`src/rtl/nibble_serial_adder.sv`:
```
// Purpose : W-bit add/subtract computed one nibble per clock through a single 4-bit ripple-carry adder.
// Latency : start accepted at edge T -> busy for cycles T+1..T+NIBBLES, done pulse and result in T+NIBBLES+1.
// Backpr. : none; start is ignored while busy, so the caller retries in IDLE or the DONE cycle.
// Ports   : clk, rst_n (sync, active-low) | start, sub, a, b, c_in (captured on accept)
//           busy, done (1-cycle pulse) | s, c_out, overflow (hold until the next completion)
module nibble_serial_adder #(
    parameter  int NIBBLES = 4,
    localparam int W       = 4 * NIBBLES
) (
    input  logic         clk,
    input  logic         rst_n,
    input  logic         start,
    input  logic         sub,
    input  logic [W-1:0] a,
    input  logic [W-1:0] b,
    input  logic         c_in,
    output logic         busy,
    output logic         done,
    output logic [W-1:0] s,
    output logic         c_out,
    output logic         overflow
);

    localparam int IDXW = (NIBBLES > 1) ? $clog2(NIBBLES) : 1;
    localparam logic [IDXW-1:0] LAST_IDX = IDXW'(NIBBLES - 1);

    typedef enum logic [1:0] {
        ST_IDLE = 2'd0,
        ST_RUN  = 2'd1,
        ST_DONE = 2'd2
    } state_e;

    state_e          state_q, state_d;
    logic [W-1:0]    opa_q, opa_d;
    logic [W-1:0]    opb_q, opb_d;
    logic [W-1:0]    work_q, work_d;
    logic [W-1:0]    s_q, s_d;
    logic            carry_q, carry_d;
    logic            c_out_q, c_out_d;
    logic            ovf_q, ovf_d;
    logic [IDXW-1:0] idx_q, idx_d;

    logic [3:0]      rca_a, rca_b, rca_s;
    logic            rca_co;

    _4bit_rca u_rca (
        .a     (rca_a),
        .b     (rca_b),
        .c_in  (carry_q),
        .s     (rca_s),
        .c_out (rca_co)
    );

    always_ff @(posedge clk) begin
        if (!rst_n) begin
            state_q <= ST_IDLE;
            opa_q   <= '0;
            opb_q   <= '0;
            work_q  <= '0;
            s_q     <= '0;
            carry_q <= 1'b0;
            c_out_q <= 1'b0;
            ovf_q   <= 1'b0;
            idx_q   <= '0;
        end else begin
            state_q <= state_d;
            opa_q   <= opa_d;
            opb_q   <= opb_d;
            work_q  <= work_d;
            s_q     <= s_d;
            carry_q <= carry_d;
            c_out_q <= c_out_d;
            ovf_q   <= ovf_d;
            idx_q   <= idx_d;
        end
    end

    always_comb begin
        state_d = state_q;
        opa_d   = opa_q;
        opb_d   = opb_q;
        work_d  = work_q;
        s_d     = s_q;
        carry_d = carry_q;
        c_out_d = c_out_q;
        ovf_d   = ovf_q;
        idx_d   = idx_q;
        rca_a   = '0;
        rca_b   = '0;
        busy    = 1'b0;
        done    = 1'b0;

        // Nibble mux built from constant slices so every select is static.
        for (int n = 0; n < NIBBLES; n++) begin
            if (idx_q == IDXW'(n)) begin
                rca_a = opa_q[4*n +: 4];
                rca_b = opb_q[4*n +: 4];
            end
        end

        case (state_q)
            ST_IDLE, ST_DONE: begin
                done = (state_q == ST_DONE);
                if (start) begin
                    // Subtract as a + ~b + ~borrow, so the adder only ever adds.
                    opa_d   = a;
                    opb_d   = sub ? ~b : b;
                    carry_d = sub ? ~c_in : c_in;
                    idx_d   = '0;
                    state_d = ST_RUN;
                end else begin
                    state_d = ST_IDLE;
                end
            end
            ST_RUN: begin
                busy = 1'b1;
                for (int n = 0; n < NIBBLES; n++) begin
                    if (idx_q == IDXW'(n)) begin
                        work_d[4*n +: 4] = rca_s;
                    end
                end
                carry_d = rca_co;
                idx_d   = idx_q + IDXW'(1);
                if (idx_q == LAST_IDX) begin
                    state_d = ST_DONE;
                    idx_d   = '0;
                    // Publish the whole word at once, last nibble included.
                    s_d     = work_d;
                    c_out_d = rca_co;
                    ovf_d   = (opa_q[W-1] == opb_q[W-1]) && (rca_s[3] != opa_q[W-1]);
                end
            end
            default: begin
                state_d = ST_IDLE;
            end
        endcase
    end

    assign s        = s_q;
    assign c_out    = c_out_q;
    assign overflow = ovf_q;

endmodule

// Purpose : 4-bit ripple-carry adder, one full-adder cell per bit.
// Latency : purely combinational.
// Backpr. : none.
module _4bit_rca (
    input  logic [3:0] a,
    input  logic [3:0] b,
    input  logic       c_in,
    output logic [3:0] s,
    output logic       c_out
);

    logic [4:0] c;

    assign c[0] = c_in;

    for (genvar i = 0; i < 4; i++) begin : g_fa
        assign s[i]   = a[i] ^ b[i] ^ c[i];
        assign c[i+1] = (a[i] & b[i]) | (c[i] & (a[i] ^ b[i]));
    end

    assign c_out = c[4];

endmodule

```
`config.mk`:
```
export PLATFORM = sky130hd
export DESIGN_NAME = nibble_serial_adder
export DESIGN_NICKNAME = d
export VERILOG_FILES = /design/src/rtl/nibble_serial_adder.sv
export SDC_FILE = /design/constraint.sdc
export NUM_CORES = 1
export LEC_CHECK = 0
export ABC_AREA = 0
export BUFFER_PORTS_ARGS = -buffer_cell sky130_fd_sc_hd__buf_2
export CAP_MARGIN = 20
export CORE_MARGIN = 2
export CORE_UTILIZATION = 50
export DETAILED_ROUTE_END_ITERATION = 8
export GPL_TIMING_DRIVEN = 0
export PLACE_DENSITY_LB_ADDON = 0.1
export SLEW_MARGIN = 20
export SYNTH_ARGS = -nofsm -noshare
export SYNTH_HDL_FRONTEND = slang
export SYNTH_SLANG_ARGS = --single-unit
```
`constraint.sdc`:
```
create_clock -name clk -period 4.73 [get_ports clk]
set_clock_uncertainty 0.2 [all_clocks]
set_input_delay 0 -clock clk [delete_from_list [all_inputs] [get_ports clk]]
set_output_delay 0 -clock clk [all_outputs]
set_load 0.01 [all_outputs]
```
==> summary by stage, run 1 <==
Cells and area
The library cells used most frequently in the layout, excluding fill and tap cells, are buf_2 (68), dfxtp_1 (67), nand2_1 (46). The layout-stage area growth over the synthesis result is 33.2%. The most common library cell in the layout ignoring fill and taps is buf_2. In the final layout, the share of cells above drive strength 1 is 0.214. The net total in the final layout is 483. The repair_antennas step left the layout with diodes totalling 0. The finished cells cover 4000 um2.

Logic synthesis
In this run the mean area of a mapped cell was 9.11 um2. The share of synthesized area in the top cell type comes to 0.446. The netlist area before placement is 3010 um2. The post-synthesis async set-or-reset flop share is 0. The number of library cell types mapped by synthesis is 37.

The number of nets handed over by synthesis was 375. The most used flip-flop cell after synthesis is dfxtp_1. In this run, synthesis produced a sequential element count of 67. The count of flip-flops with a built-in enable after synthesis is 0. The Yosys step of the flow raised 0 warnings.

Of all cell types, the one taking the most synthesized area is dfxtp_1. The share of the Yosys chip area taken by registers is 0.446. The cell count after synthesis came out at 330.

After synthesis, the cell types taking the most area are dfxtp_1 (45%), nand2_1 (5.7%), a21oi_1 (5.3%).

Placed design
After detailed placement, the total cell area comes to 3370 um2. During placement, the flow inserted port buffers numbering 55. The congestion estimate from routability-driven global placement came to 0.796. The final HPWL from detailed placement is 4.98 mm.

Timing
The smallest hold slack is 0.0198 ns. The slew at the pin closest to its max-slew limit is 0.573 ns. The tightest slew margin relative to the limit is 0.618. The clock period minus worst slack is 4.16 ns. The post-route clock period utilization is 0.879. Derived from the worst setup path, the maximum achievable clock frequency is 241 MHz.

The max-slew violation count is 0. Setup repair after global routing left no endpoint under its margin. Setup total negative slack on the finished layout was measured at 0 ns.

The number of endpoints with negative hold slack in the final report is 0. Setup violations remaining at the end of the flow were counted as 0.

Clock network
Buffers added to address setup during post-CTS repair amount to 0. The number of clock buffers inserted by TritonCTS is 9. Clock-pin slew was measured on the worst setup and hold paths at 0.07 ns.

The CTS tree is done. Counting along the longest clock path gives a buffer depth of 2. For the worst-skew pair, the clock arrives at the later sink with an insertion delay of 0.34 ns. Counting every sink on the clock net gives 67. The number of H-tree levels is 3. The library cell used as clock root buffer is clkbuf_8.

Min path
The instance count along the most critical hold path is 4. The worst hold path begins at sub. In this run the worst hold path is classified as primary input to flip-flop. The worst hold path terminates at carry_q.

Worst setup path
The library cell contributing the largest single delay on the critical path is fa_1. Data arrives at the worst endpoint at 4.25 ns. The setup slack of the most critical reg-to-reg path is 0.57 ns. STA puts the critical path data required time at 4.82 ns.

The worst register-to-register path ends at overflow. The worst setup path is captured at a flip-flop. Along the worst path, the maximum fanout reaches 10. The critical path is of the flip-flop to flip-flop type.

For this run, the slowest stage of the critical path takes 0.49 ns. In this design, the critical path's most frequently occurring cell is fa_1. The startpoint type of the worst setup path is a flip-flop.

The signal on the critical path passes through inv_1 -> ha_1 -> clkbuf_1 -> buf_2 -> a221o_1 -> a22oi_1 -> fa_1 -> inv_1 -> fa_1 -> fa_1 -> fa_1 -> clkbuf_1 -> nand2b_1 -> o22ai_1 -> a22o_1. The reg-to-reg critical path startpoint is idx_q[0]. The worst register-to-register path has a depth of 15.

Detailed routing
The first-iteration detailed-routing DRC count is 104. The post-route antenna net violation count is 0. The first detailed-routing pass ran for 6 iterations. The detailed-route wire length is 7.66 mm. The detailed-route via count is 2737. Dividing the detail-routed via count by the number of cells gives 5.28. Dividing the detail-routed wire length by the instance count gives 14.8 um. The DRC violation count after routing is 0.

Pwr
Summed over all cells, the static leakage comes to 1.66 nW. The power density over cell area is 340 nW/um2. IR analysis of the VDD net gives a maximum drop of 188 uV.

GRT
The first-pass GRT wire length is 12.1 mm. In the global route stage, overall resource usage came out at 0.245. The overflow left after global routing is 0.

The largest net degree at the start of global routing is 12. The number of global-route vias before repair is 2546. The initial antenna violation count is 0.

Run status
The run finished with clean final reports.

Run
Max-cap violations in this run came to 0.

Floorplan
The site row count is 28. The initial utilization of the core area, before any placement, comes to 0.514. The placeable core region is 5850 um2.

The top-level I/O count is 57. From left edge to right edge, the die measures 81.5 um. Measured along the y axis, the die boundary spans 81.5 um. The die outline area is 6650 um2.
per-stage QoR:
step	total power [mW]	setup slack (ns)	utilization	instances
4_1_cts	1.37	0.560	0.684	518
2_1_floorplan	0.767	1.08	-	330
3_3_place_gp	0.829	0.602	0.577	460
3_5_place_dp	0.832	0.571	0.577	460
6_report	1.36	0.572	0.684	518
5_1_grt	1.43	0.370	0.684	518
kinds of logic (layout without fill, tap and decap cells):
group | after synthesis | count (layout) | share of synthesized area
flops | 67 | 67 | 0.446
fa+ha+maj | 8 | 8 | 0.0433
xor+xnor | 17 | 17 | 0.0495
simple gates | 95 | 95 | 0.141
compound gates | 90 | 90 | 0.210
mux | 12 | 12 | 0.0400
buf+inv | 41 | 154 | 0.0699
cell usage after synthesis (2+ instances only):
library cell	count
a211oi_1	16
a21oi_1	32
a221o_1	2
a221oi_1	6
a22o_1	8
a22oi_1	3
a311oi_1	3
buf_1	2
buf_2	13
buf_4	6
buf_6	2
clkbuf_1	9
dfxtp_1	67
fa_1	4
ha_1	4
inv_1	7
mux2i_1	12
nand2_1	46
nand2b_1	2
nand3_1	8
nand3b_1	3
nor2_1	23
nor2b_1	9
o2bb2ai_1	10
o31ai_1	6
xnor2_1	15
xor2_1	2
report_power, final:
group | switching, mW | internal [mW] | leakage [nW]
combinational | 0.134 | 0.110 | 1.01
sequential | 0.0178 | 0.592 | 0.547
clock | 0.214 | 0.295 | 0.103
total | 0.366 | 0.997 | 1.66
area by class of cell:
type | count | area [um2]
clock buffer | 11 | 131
fill | 482 | 1850
clock inverter | 5 | 77.6
multi-input combinational | 222 | 1450
sequential | 67 | 1340
timing repair buffer | 97 | 696
inverter | 9 | 36.3
tap | 75 | 93.8
buffer | 32 | 174
worst max path at each step:
stage | endpoint | depth (start not counted) | startpoint
2_1_floorplan | overflow | 15 | idx_q[0]
3_3_place_gp | overflow | 15 | idx_q[0]
3_5_place_dp | overflow | 15 | idx_q[0]
4_1_cts | overflow | 15 | idx_q[0]
5_1_grt | overflow | 16 | idx_q[1]
6_report | overflow | 15 | idx_q[0]
sequential cells by signal (all words and copies together) (netlist names):
signal    cells
opa_q        16
opb_q        16
s            16
work_q       12
idx_q         2
state_q       2
c_out         1
carry_q       1
overflow      1
worst max-delay path, delay by kind of cell, from the launching register on:
family,cells,cell delay (ns)
buffers and inverters,5,0.92
AO/OA/AOI/OAI,4,0.81
flip-flops,1,0.40
adder cells (fa/ha/maj),5,1.69
AND/OR/NAND/NOR,1,0.10
metal layers:
| metal | global-route usage | vias up | wire length (um) |
|---|---|---|---|
| li1 | - | 1362 | - |
| met1 | 0.307 | 1271 | 3380 |
| met2 | 0.410 | 88 | 3700 |
| met3 | 0.0615 | 16 | 419 |
| met4 | 0.0831 | 0 | 150 |
| met5 | 0 | - | 0 |
repair_timing:
action,in CTS,in global routing
endpoints found under the hold margin,38,0
hold buffers,42,0
gates resized for setup,0,0
(Power assumes the default switching activity.)
==> inputs of run 2 (changes only) <==
- CORE_ASPECT_RATIO: default -> 0.9
- CORE_MARGIN: 2 -> 1.5
==> run 2 against run 1 <==
Against the previous run:
- via count fell by 0.91%
- non-clock buffer count is 1 higher
- largest power group unchanged
- critical endpoint unchanged
- routed wire length shrank 0.31%
- count of clock-buffer cells in the layout fell by 2
- power is 3.0% lower
- fmax fell by 1.3%
- core utilization up 1.3 points
- worst hold slack improved by 0.041 ns
==> summary by stage, run 2 (synthesis gave the netlist of run 1 again) <==
Timing
The number of setup violations in the final report is 0 (unchanged). The max-slew violation count is 0 (unchanged). The number of endpoints with negative hold slack in the final report is 0 (unchanged).

The clock period minus worst slack is 4.21 ns (+0.0565 ns). The final setup TNS is 0 ns (unchanged). The maximum frequency from static timing analysis was 237 MHz (-1.3%). The setup slack of the critical path after layout is 0.516 ns (-0.0565 ns). The tightest slew margin relative to the limit is 0.621 (+0.00340). The post-route clock period utilization is 0.891 (+0.0119). The slew at the pin closest to its max-slew limit came to 0.568 ns (-0.00510 ns). Setup repair after global routing left no endpoint under its margin.

Min path
The worst hold path begins at start. The path class of the tightest hold or removal check is primary input to flip-flop.

Floorplan
The die outline area is 6490 um2 (-2.4%). The top-level I/O count came to 57 (unchanged). The placeable core region is 5730 um2 (-2.1%). The initial cell density of the core is 0.525 (+0.0112). The die span in x is 84.7 um (+3.9%). The site row count is 26 (-7.1%). The chip height was 76.6 um (-6.1%).

Worst setup path
The worst setup path category is flip-flop to flip-flop. The required time of the critical path was 4.82 ns (about the same). The worst setup path is launched from a flip-flop.

The worst setup path is captured at a flip-flop. In this run the critical register-to-register path is launched from idx_q[0]. The largest fanout on the critical path was 10 (unchanged). The critical path startpoint is idx_q[0]. The endpoint arrival time on the critical path is 4.30 ns (+0.05 ns).

Placed design
The port buffer count is 55 (unchanged). The routability congestion estimate from global placement is 0.839 (+5.4%). The setup slack at placement is 0.546 ns (-0.0256 ns). The final HPWL from detailed placement is 4.92 mm (-1.2%). The number of instances in the placed design came to 455 (-1.1%).

Clock network
The clock sink count was 67 (unchanged). The CTS tree is done. The maximum clock insertion buffer count is 2 (unchanged). The clock-pin slew reported for the worst setup and hold paths after clock tree synthesis was 0.08 ns (about the same). The clock latency at the later pin of the worst-skew pair is 0.34 ns (about the same). The library cell used as clock root buffer is clkbuf_8. The number of post-CTS setup repair buffers is 0 (unchanged). The number of clock buffers inserted by TritonCTS is 9 (unchanged). The number of H-tree levels was 3 (unchanged).

Cells and area
Leaving out fill and tap cells, the most frequent cell in the layout is buf_2. The net total in the final layout is 484 (+0.21%). The final antenna diode count came to 0 (unchanged).

The fraction of the core area covered by cells at the end of the flow is 0.697 (+0.0128). In the layout the commonest cells are buf_2 (68), dfxtp_1 (67), nand2_1 (46). The number of standard cells in the final layout excluding fillers is 514 (-0.77%). The layout-stage area growth over the synthesis result is 32.8%. The fraction of layout cells with a size suffix above 1 came to 0.218 (+0.00402).

Run
The number of maximum-capacitance constraint violations is 0 (unchanged).

Pwr
The combinational share of power is 0.187 (+0.008). The maximum VDD drop is 248 uV (+32%). The standby leakage power is 1.65 nW (-0.25%). The portion of total power attributed to the clock network is 0.352 (-0.022). The power density over cell area is 331 nW/um2 (-2.7%). The internal power is 0.944 mW (-5.3%). The proportion of total power due to net switching was 0.286 (+0.0176).

The power spent charging and discharging nets is 0.378 mW (+3.3%). The sequential group share of total power is 0.461 (+0.014).

GRT
The first-pass GRT wire length is 12.6 mm (+3.6%). The overflow left after global routing was 0 (unchanged). The initial antenna violation count is 0 (unchanged). The all-layer global routing usage is 0.247 (+0.00233). The largest net degree at the start of global routing is 13 (+1). The number of global-route vias before repair was 2580 (+1.3%).

Detailed routing
The average wire length per cell after detail routing is 14.8 um (+0.46%). The number of optimization iterations in the first detailed-route pass came to 4 (-2). The number of vias per cell after detailed routing is 5.28 (-0.14%). The DRC violation count after routing is 0 (unchanged). The detailed-route wire length came to 7.63 mm (-0.31%). The first-iteration detailed-routing DRC count is 139 (+34%). The detailed-route via count was 2712 (-0.91%). The post-route antenna net violation count is 0 (unchanged).

Run status
The flow ran to the end, and the final reports show no timing, DRC or antenna violations.
run 2: area by class of cell:
class                   count  area, um2
repair buffers             98        706
fillers                   455       1730
clock buffers               9        124
inverters                   9       36.3
clock inverters             7       68.8
multi-input cells         222       1450
well taps                  70       87.6
flip-flops and latches     67       1340
plain buffers              32        174
run 2: timing repair:
| action | CTS | global route |
|---|---|---|
| hold buffers | 43 | 0 |
| endpoints found under the setup margin | 0 | 0 |
| resized for setup | 0 | 0 |
| endpoints found under the hold margin | 49 | 0 |
run 2: critical path, cell delays in order, from the launching register on:
cell and delay, ns:
dfxtp_1 0.41, inv_1 0.08, ha_1 0.19, clkbuf_1 0.20, buf_2 0.24, a221o_1 0.28, a22oi_1 0.22, fa_1 0.22
inv_1 0.06, fa_1 0.38, fa_1 0.39, fa_1 0.48, clkbuf_1 0.39, nand2b_1 0.10, o22ai_1 0.17, a22o_1 0.14
run 2: layer usage:
metal | share of wire | vias up | track usage | wire length, um
met5 | 0 | - | 0 | 0
met4 | 0.013 | 0 | 0.0806 | 102
met1 | 0.48 | 1267 | 0.341 | 3680
met3 | 0.044 | 9 | 0.0563 | 339
li1 | - | 1361 | - | -
met2 | 0.46 | 75 | 0.384 | 3510
run 2: path summary, 6_finish.rpt:
kind	to	slack (ns)	depth (start not counted)
worst max-delay path	overflow	0.52	15
worst min-delay path	opa_q[8]	0.06	5
worst max register to register	overflow	0.52	15
worst min register to register	opa_q[13]	0.26	2
run 2: through the flow:
| step | hold slack (ns) | total power [mW] | area [um2] |
|---|---|---|---|
| after global placement | 0.0422 | 0.829 | 3370 |
| after floorplan | -0.0783 | 0.767 | 3010 |
| final | 0.0606 | 1.32 | 3990 |
| after CTS | 0.0304 | 1.33 | 3990 |
| after detailed placement | 0.0455 | 0.833 | 3370 |
| after global routing | 0.0663 | 1.39 | 3990 |
run 2: power groups by stage:
stage	Sequential, mW	Combinational [mW]	Clock, mW
finish	0.609	0.247	0.466
global route	0.613	0.273	0.500
CTS	0.609	0.245	0.475
detailed placement	0.622	0.211	0
global placement	0.621	0.208	0
floorplan	0.617	0.150	0
